--- config.mk ---
export PLATFORM = sky130hd
export DESIGN_NAME = serial_adder
export DESIGN_NICKNAME = d
export VERILOG_FILES = /design/src/rtl/serial_adder_pkg.sv /design/src/rtl/full_adder_cell.sv /design/src/rtl/half_adder_cell.sv /design/src/rtl/serial_adder.sv
export SDC_FILE = /design/constraint.sdc
export NUM_CORES = 1
export LEC_CHECK = 0
export ABC_AREA = 0
export CORE_ASPECT_RATIO = 1.1
export CORE_UTILIZATION = 45
export CTS_CLUSTER_DIAMETER = 30
export DETAILED_ROUTE_END_ITERATION = 8
export HOLD_SLACK_MARGIN = 0.12
export PLACE_DENSITY = 0.75
export SYNTH_ARGS = -nofsm -noshare
export SYNTH_HDL_FRONTEND = slang
export SYNTH_SLANG_ARGS = --single-unit
--- constraint.sdc ---
create_clock -name clk -period 1.3 [get_ports clk]
set_clock_uncertainty 0.05 [all_clocks]
set_input_delay 0.325 -clock clk [delete_from_list [all_inputs] [get_ports clk]]
set_output_delay 0.325 -clock clk [all_outputs]
set_load 0.01 [all_outputs]
--- src/rtl/serial_adder_pkg.sv ---
// serial_adder_pkg: shared FSM state encoding and default operand width for serial_adder.
package serial_adder_pkg;
    typedef enum logic [1:0] {
        IDLE  = 2'd0,
        SHIFT = 2'd1,
        DONE  = 2'd2
    } state_t;
    localparam int DEFAULT_WIDTH = 8;
endpackage

--- src/rtl/full_adder_cell.sv ---
// full_adder_cell: one-bit full adder built from two half_adder_cell instances plus an OR.
module full_adder_cell (
    input  logic a,
    input  logic b,
    input  logic ci,
    output logic s,
    output logic co
);
    logic s0, c0, c1;
    half_adder_cell u_ha0 (.a(a),  .b(b),  .s(s0), .c(c0));
    half_adder_cell u_ha1 (.a(s0), .b(ci), .s(s),  .c(c1));
    assign co = c0 | c1;
endmodule

--- src/rtl/half_adder_cell.sv ---
// half_adder_cell: one-bit half adder (sum = a ^ b, carry = a & b).
module half_adder_cell (
    input  logic a,
    input  logic b,
    output logic s,
    output logic c
);
    assign s = a ^ b;
    assign c = a & b;
endmodule

--- src/rtl/serial_adder.sv ---
// serial_adder: bit-serial LSB-first adder with valid/ready handshakes on both sides.
// Define SERIAL_ADDER_SUB_EN to add a sub port that computes a - b instead.
module serial_adder
    import serial_adder_pkg::*;
#(
    parameter  int WIDTH = DEFAULT_WIDTH,
    localparam int CNT_W = $clog2(WIDTH + 1)
) (
    input  logic             clk,
    input  logic             rst_n,
    input  logic             in_valid,
    output logic             in_ready,
    input  logic [WIDTH-1:0] a,
    input  logic [WIDTH-1:0] b,
    input  logic             cin,
`ifdef SERIAL_ADDER_SUB_EN
    input  logic             sub,
`endif
    output logic             out_valid,
    input  logic             out_ready,
    output logic [WIDTH-1:0] sum,
    output logic             cout
);
    state_t           state;
    logic [WIDTH-1:0] a_sh, b_sh, res, b_ld;
    logic [CNT_W-1:0] cnt;
    logic             carry, c_ld, s, co;

`ifdef SERIAL_ADDER_SUB_EN
    // Two's-complement subtraction: invert b and force the carry-in to 1.
    assign b_ld = sub ? ~b : b;
    assign c_ld = sub | cin;
`else
    assign b_ld = b;
    assign c_ld = cin;
`endif

    full_adder_cell u_fa (.a(a_sh[0]), .b(b_sh[0]), .ci(carry), .s(s), .co(co));

    assign in_ready  = state == IDLE;
    assign out_valid = state == DONE;
    assign sum       = res;
    assign cout      = carry;

    always_ff @(posedge clk or negedge rst_n) begin
        if (!rst_n) begin
            state <= IDLE;
            a_sh  <= '0;
            b_sh  <= '0;
            res   <= '0;
            carry <= 1'b0;
            cnt   <= '0;
        end else begin
            case (state)
                IDLE: if (in_valid) begin
                    a_sh  <= a;
                    b_sh  <= b_ld;
                    carry <= c_ld;
                    cnt   <= '0;
                    res   <= '0;
                    state <= SHIFT;
                end
                SHIFT: begin
                    res   <= {s, res[WIDTH-1:1]};
                    carry <= co;
                    a_sh  <= a_sh >> 1;
                    b_sh  <= b_sh >> 1;
                    cnt   <= cnt + CNT_W'(1);
                    if (cnt == CNT_W'(WIDTH - 1)) state <= DONE;
                end
                DONE: if (out_ready) state <= IDLE;
                default: state <= IDLE;
            endcase
        end
    end
endmodule

==> results of run 1 <==
logic make-up after synthesis:
family,count (synthesis),synth area share [%]
AO/OA/AOI/OAI,65,28.5
adder cells (fa/ha/maj),2,2.21
buffers and inverters,14,4.84
flip-flops,31,52.7
multiplexers,1,0.765
AND/OR/NAND/NOR,28,11.0
synthesized netlist by cell type:
| library cell | count |
|---|---|
| buf_6 | 1 |
| mux2_2 | 1 |
| nand2b_1 | 1 |
| o21ai_0 | 9 |
| nor2b_1 | 12 |
| and2b_1 | 4 |
| and2_1 | 1 |
| nor2b_2 | 1 |
| o21bai_1 | 1 |
| o31ai_1 | 1 |
| a2bb2oi_1 | 4 |
| nand3_1 | 1 |
| a22oi_1 | 15 |
| a21oi_1 | 15 |
| ha_1 | 1 |
| o21ai_1 | 10 |
| buf_4 | 1 |
| inv_1 | 4 |
| fa_1 | 1 |
| buf_2 | 6 |
| dfrtp_1 | 31 |
| nor2_1 | 3 |
| clkbuf_1 | 2 |
| a22o_1 | 10 |
| nand2_1 | 5 |
placed cells by master (no fill, tap or decap), types with 4 or more instances in the layout:
cell type and n:
and2b_1 4, a22oi_1 12, a21oi_1 15, clkdlybuf4s50_1 19, dfrtp_1 29, buf_4 16
nor2b_1 10, a2bb2oi_1 4, clkbuf_4 5, o21ai_1 17, a22o_1 10, buf_6 6
nand2_1 5, buf_2 10
power groups by stage:
| stage | sequential [mW] | clock [mW] | combinational [mW] |
|---|---|---|---|
| after global routing | 1.69 | 0.706 | 2.33 |
| final | 1.63 | 0.656 | 2.12 |
| after CTS | 1.61 | 0.652 | 1.82 |
| after detailed placement | 1.62 | 0 | 1.83 |
| after floorplan | 1.64 | 0 | 0.969 |
| after global placement | 1.59 | 0 | 1.76 |
per-layer routing:
layer	track usage, %	up-vias	share of wire, %
met5	0	-	0
li1	-	618	-
met1	27.6	644	43
met2	36.5	36	50
met3	3.93	8	5.1
met4	9.76	0	1.8
worst register-to-register path: cells and delay by family (launching register included):
family                 cells  cell delay (ns)
AO/OA/AOI/OAI              2             0.26
AND/OR/NAND/NOR            1             0.06
buffers and inverters      3             0.47
flip-flops                 1             0.42
final timing paths:
kind / from / end / slack (ns)
setup / recovery: state[0]$_DFFE_PN0P_ / in_ready / -0.13
hold / removal: rst_n / sum[0]$_DFFE_PN0P_ / 0.30
setup reg to reg: state[1]$_DFFE_PN0P_ / b_sh[2]$_DFFE_PN0P_ / -0.07
hold reg to reg: cnt[3]$_DFFE_PN0P_ / cnt[3]$_DFFE_PN0P_ / 0.48
max in group asynchronous: rst_n / state[0]$_DFFE_PN0P_ / 0.73
min in group clk: cnt[3]$_DFFE_PN0P_ / cnt[3]$_DFFE_PN0P_ / 0.48
what timing repair did:
| action | in CTS | in global routing |
|---|---|---|
| pin swaps | 1 | 2 |
| hold buffers | 0 | 0 |
| gates resized for setup | 48 | 38 |
| endpoints found under the setup margin | 37 | 33 |
| setup buffers | 5 | 2 |
| cloned | 0 | 1 |
flip-flops by register name, summed over array words and instances, names as in the netlist:
name / cells
a_sh: 8
b_sh: 8
cnt: 4
cout: 1
state: 2
sum: 8
final cells by class:
| type | count | area share, % |
|---|---|---|
| clock buffer | 8 | 3.23 |
| inverter | 4 | 0.822 |
| multi-input combinational | 96 | 32.5 |
| sequential | 31 | 36.5 |
| tap | 34 | 2.00 |
| timing repair buffer | 57 | 24.9 |
==> impl_metrics.json, run 1 <==
{
  "antenna_found_initial": 0,
  "placed_cells": 214,
  "die_w_microns": 56.5,
  "synth_seq_area_share_pct": 52.7,
  "synth_warnings": 0,
  "die_area_sq_mm": 0.00351,
  "clock_latency_ns": 0.33,
  "syn_area_sq_mm": 0.00147,
  "drc": 0,
  "placed_area_sq_mm": 0.00193,
  "syn-num-nets": 164,
  "violations": "setup timing",
  "status": "finished with violations",
  "path_max_fanout": 3,
  "initial_core_util_pct": 47.9,
  "seqCellArea_sq_um": 778,
  "fin_ws_ns": -0.132,
  "grt_overflow": 0,
  "pwr-share-clk_pct": 14.9,
  "crit_arrival_ns": 1.06,
  "fin_cells": 230,
  "route.vias.total": 1306,
  "num_rows": 21,
  "finalSetupViolations": 24,
  "critical_path_class": "reg -> out",
  "clkTransAtPathRegs_ns": 0.10,
  "ys_seq_elements": 31,
  "synthCells": 141,
  "comb_power_share_pct": 48.1,
  "hold_ws_ns": 0.302,
  "p_int_mw": 2.84,
  "setup_tns_ns": -0.859,
  "path_delay_family": "flip-flops",
  "dp_hpwl_mm": 2.34,
  "maxCapViolations": 0,
  "p_leak_nw": 0.977,
  "synth_top_cell_by_area": "dfrtp_1",
  "fin_crit_sh_pct": 110,
  "cts_buffers": 5,
  "crit_path_cell_trace": "nor2_4 > buf_6",
  "dr.pass1.iters": 4,
  "synth.avg_cell_area_sq_um": 10.4,
  "hold_violations": 0,
  "cts_buffer_depth": 2,
  "floorplan.core_area_sq_mm": 0.00307,
  "worst-r2r-cell-count": 6,
  "multiInputGateArea_sq_um": 693,
  "rsz0062_at_grt": "yes",
  "grt.total_usage_pct": 21.6,
  "h-tree-depth": 2,
  "ys_top_cells_by_area": "dfrtp_1 (53%), a22oi_1 (7.6%), a22o_1 (5.9%), a21oi_1 (5.1%), nor2b_1 (5.1%)",
  "grt_pass1_vias": 1240,
  "synth_top_area_share_pct": 52.7,
  "tightestPinTransition_ns": 0.248,
  "gp_congestion": 0.787,
  "critPathBufInv": 1,
  "stdcell_area_sq_mm": 0.00213,
  "p_seq_share_pct": 37.0,
  "slew_viol_final": 0,
  "n_antenna_cell": 0,
  "post-place-ws_ns": -0.320,
  "power_mw": 4.41,
  "grt_pass1_wl_mm": 5.67,
  "swShare_pct": 35.7,
  "postRouteAntennaNets": 0,
  "required_ns": 0.93,
  "fill_cells": 239,
  "startpoint_type": "register",
  "drt-total-wl_mm": 3.46,
  "drt_iter0_markers": 34,
  "cp_num_cells": 2,
  "routedWlPerCell_microns": 15.0,
  "critPathMaxStageDelay_ns": 0.47,
  "viasPerCell": 5.68,
  "clock_sinks": 31,
  "clock-root-buffer": "clkbuf_4",
  "p_switching_mw": 1.58,
  "final_util_pct": 69.3,
  "port_buffers": 31,
  "max_freq_mhz": 698,
  "cp_slowest_cell": "dfrtp_2",
  "area_delta_synth_final_pct": 44.7,
  "fin_crit_ns": 1.43,
  "irDropWorstVdd_uv": 1290,
  "grt_max_degree": 32,
  "power_density_mw_per_mm2": 2070,
  "ys_types": 25,
  "maxSlewHeadroom_pct": 83.5,
  "fp.dieH_microns": 62,
  "worstSetupEndpointType": "output port",
  "layout.nets": 218,
  "min_path_type": "in -> async",
  "cts_tree": "done",
  "drive_above_1_share_pct": 30.1,
  "io_pins": 32
}
Power figures use the tool's default switching activity.
==> run 2: changes to the inputs <==
--- a/config.mk
+++ b/config.mk
@@ -10,8 +10,10 @@
 export CORE_UTILIZATION = 45
 export CTS_CLUSTER_DIAMETER = 30
 export DETAILED_ROUTE_END_ITERATION = 8
+export GPL_ROUTABILITY_DRIVEN = 0
 export HOLD_SLACK_MARGIN = 0.12
 export PLACE_DENSITY = 0.75
 export SYNTH_ARGS = -nofsm -noshare
 export SYNTH_HDL_FRONTEND = slang
+export SYNTH_HIERARCHICAL = 1
 export SYNTH_SLANG_ARGS = --single-unit
==> constraint.sdc (replaced) <==
create_clock -name clk -period 1.3 [get_ports clk]
set_clock_uncertainty 0.05 [all_clocks]
set_input_delay 0.13 -clock clk [delete_from_list [all_inputs] [get_ports clk]]
set_output_delay 0.13 -clock clk [all_outputs]
set_load 0.01 [all_outputs]
==> impl_metrics.json, run 2 <==
{
  "setup_tns_ns": -1.44,
  "grt_pass1_vias": 1364,
  "antenna_found_initial": 0,
  "synth_top_area_share_pct": 52.2,
  "final_cell_mix": "dfrtp_1 (31), clkdlybuf4s50_1 (20), o21ai_1 (16), buf_6 (15), buf_4 (14)",
  "viasPerCell": 5.69,
  "yosysMostFrequentCell": "dfrtp_1",
  "die_w_microns": 56.8,
  "irDropWorstVdd_uv": 1180,
  "synth.avg_cell_area_sq_um": 10.4,
  "fp.dieH_microns": 62.3,
  "dp_hpwl_mm": 2.26,
  "p_int_mw": 2.75,
  "dr.pass1.iters": 7,
  "startpoint_type": "register",
  "h-tree-depth": 2,
  "fin_crit_sh_pct": 112,
  "layout_commonest_cell": "dfrtp_1",
  "synth_top_cell_by_area": "dfrtp_1",
  "cts_buffers": 5,
  "die_area_sq_mm": 0.00353,
  "grt.total_usage_pct": 24.3,
  "synthArstFlopShare_pct": 100,
  "grt_pass1_wl_mm": 6.46,
  "pwr-share-clk_pct": 12.8,
  "clock_latency_ns": 0.34,
  "slew_viol_final": 0,
  "comb_power_share_pct": 49.9,
  "fin_ws_ns": -0.152,
  "clock_sinks": 31,
  "postRouteAntennaNets": 0,
  "cts_tree": "done",
  "grt_max_degree": 32,
  "critical_path_class": "reg -> reg",
  "min_path_type": "in -> reg",
  "p_switching_mw": 1.71,
  "area_delta_synth_final_pct": 53.8,
  "status": "finished with violations",
  "path_max_fanout": 2,
  "maxSlewHeadroom_pct": 81.9,
  "clkTransAtPathRegs_ns": 0.10,
  "synth-edff-count": 0,
  "tightestPinTransition_ns": 0.271,
  "grt_overflow": 0,
  "rsz0062_at_grt": "yes",
  "cts_buffer_depth": 2,
  "synth_warnings": 6,
  "ys_top_cells_by_area": "dfrtp_1 (52%), a22oi_1 (8.1%), a22o_1 (6.5%), a21oi_1 (6.1%), nor2b_1 (5.9%)",
  "stdcell_area_sq_mm": 0.00228,
  "n_antenna_cell": 0,
  "ys_types": 23,
  "hold_violations": 0,
  "met3_usage_pct": 6.46,
  "p_seq_share_pct": 37.4,
  "clock-root-buffer": "clkbuf_4",
  "syn-num-nets": 167,
  "io_pins": 32,
  "swShare_pct": 38.3,
  "drt_iter0_markers": 68,
  "route.vias.total": 1337,
  "initial_core_util_pct": 47.9,
  "placed_area_sq_mm": 0.00192,
  "grt.busiest_layer": "met2",
  "drc": 4,
  "ys_seq_elements": 31,
  "finalSetupViolations": 29,
  "port_buffers": 31,
  "synthCells": 143,
  "power_density_mw_per_mm2": 1950,
  "ys.flop_type": "dfrtp_1",
  "routedWlPerCell_microns": 16.7,
  "maxCapViolations": 0,
  "floorplan.core_area_sq_mm": 0.00310,
  "required_ns": 1.47,
  "drt-total-wl_mm": 3.94,
  "drive_above_1_share_pct": 36.3,
  "p_leak_nw": 1.03,
  "use_met1_pct": 30.1,
  "violations": "DRC, setup timing",
  "grt_use_met2_pct": 39.6,
  "max_freq_mhz": 689,
  "layout.nets": 224,
  "num_rows": 21,
  "fin_crit_ns": 1.45,
  "synth_seq_area_share_pct": 52.2,
  "syn_area_sq_mm": 0.00149,
  "crit_arrival_ns": 1.63,
  "synth_common_cells": "dfrtp_1 (31), a21oi_1 (18), a22oi_1 (16), nor2b_1 (14), a22o_1 (11)",
  "worstSetupEndpointType": "register"
}
[run 2: cell types whose count changed after synthesis, moves of 2 or more]
cell       before  now
a21oi_1        15   18
and2b_1         4    6
a2bb2oi_1       4    0
ha_1            1    3
nor2b_1        12   14
inv_1           4    1
[run 2: cell type report]
| class | instances | area [sq um] |
|---|---|---|
| repair buffers | 61 | 598 |
| clock buffers | 5 | 37.5 |
| well taps | 34 | 42.5 |
| multi-input cells | 100 | 807 |
| flip-flops and latches | 31 | 776 |
| clock inverters | 3 | 20.0 |
| fillers | 232 | 816 |
| inverters | 1 | 3.75 |
[run 2: what timing repair did]
item,in CTS,in global routing
buffers inserted,7,3
gates cloned,3,0
resized for setup,54,31
hold buffers,1,0
endpoints found under the setup margin,39,32
pin swaps,3,41
hold endpoints to repair,31,0
[run 2: metal layers]
layer / wire [microns] / vias up
met5: 0 / -
met3: 224 / 7
met4: 65 / 0
met2: 1970 / 44
li1: - / 635
met1: 1670 / 651
[run 2: cell families (layout without fill, tap and decap cells)]
logic type	after synthesis	after routing	synth area share, %
adders and majority gates	3	3	2.53
muxes	1	1	0.758
buffers and inverters	12	70	4.46
and+or+nand+nor	31	31	12.3
DFF	31	31	52.2
AOI/OAI and AO/OA	65	65	27.7
[run 2: worst paths after layout]
check                                     from                    to  slack [ns]  cells past startpoint
max                        a_sh[0]$_DFFE_PN0P_      cout$_DFFE_PN0P_       -0.15                      5
min                                  out_ready  state[1]$_DFFE_PN0P_        0.36                      3
max reg2reg                a_sh[0]$_DFFE_PN0P_      cout$_DFFE_PN0P_       -0.15                      5
min reg2reg                 cnt[3]$_DFFE_PN0P_    cnt[3]$_DFFE_PN0P_        0.47                      1
max in group asynchronous                rst_n   a_sh[1]$_DFFE_PN0P_        0.39                      3
min in group asynchronous                rst_n   b_sh[3]$_DFFE_PN0P_        0.64                      3
[run 2: power groups by stage]
stage                     sequential (mW)  combinational (mW)  clock [mW]
after floorplan                      1.65               0.980           0
after global placement               1.64                1.65           0
after detailed placement             1.65                1.70           0
after CTS                            1.64                2.01       0.582
after global routing                 1.72                2.44       0.638
final                                1.67                2.23       0.571
[run 2: critical path, cell delays in order, from the launching register on]
cell,delay [ns]
dfrtp_1,0.39
ha_1,0.30
ha_2,0.18
or2_1,0.20
a22oi_1,0.13
o21ai_1,0.09
[run 2: per-stage QoR]
stage	hold WS, ns	instances	worst slack [ns]	power [mW]	util [%]
global placement	0.436	214	-0.154	3.29	61.9
global route	0.349	235	-0.245	4.80	73.7
detailed placement	0.446	214	-0.205	3.35	61.9
floorplan	-0.216	143	-0.0893	2.63	-
finish	0.359	235	-0.152	4.46	73.7
CTS	0.348	233	-0.148	4.23	69.3
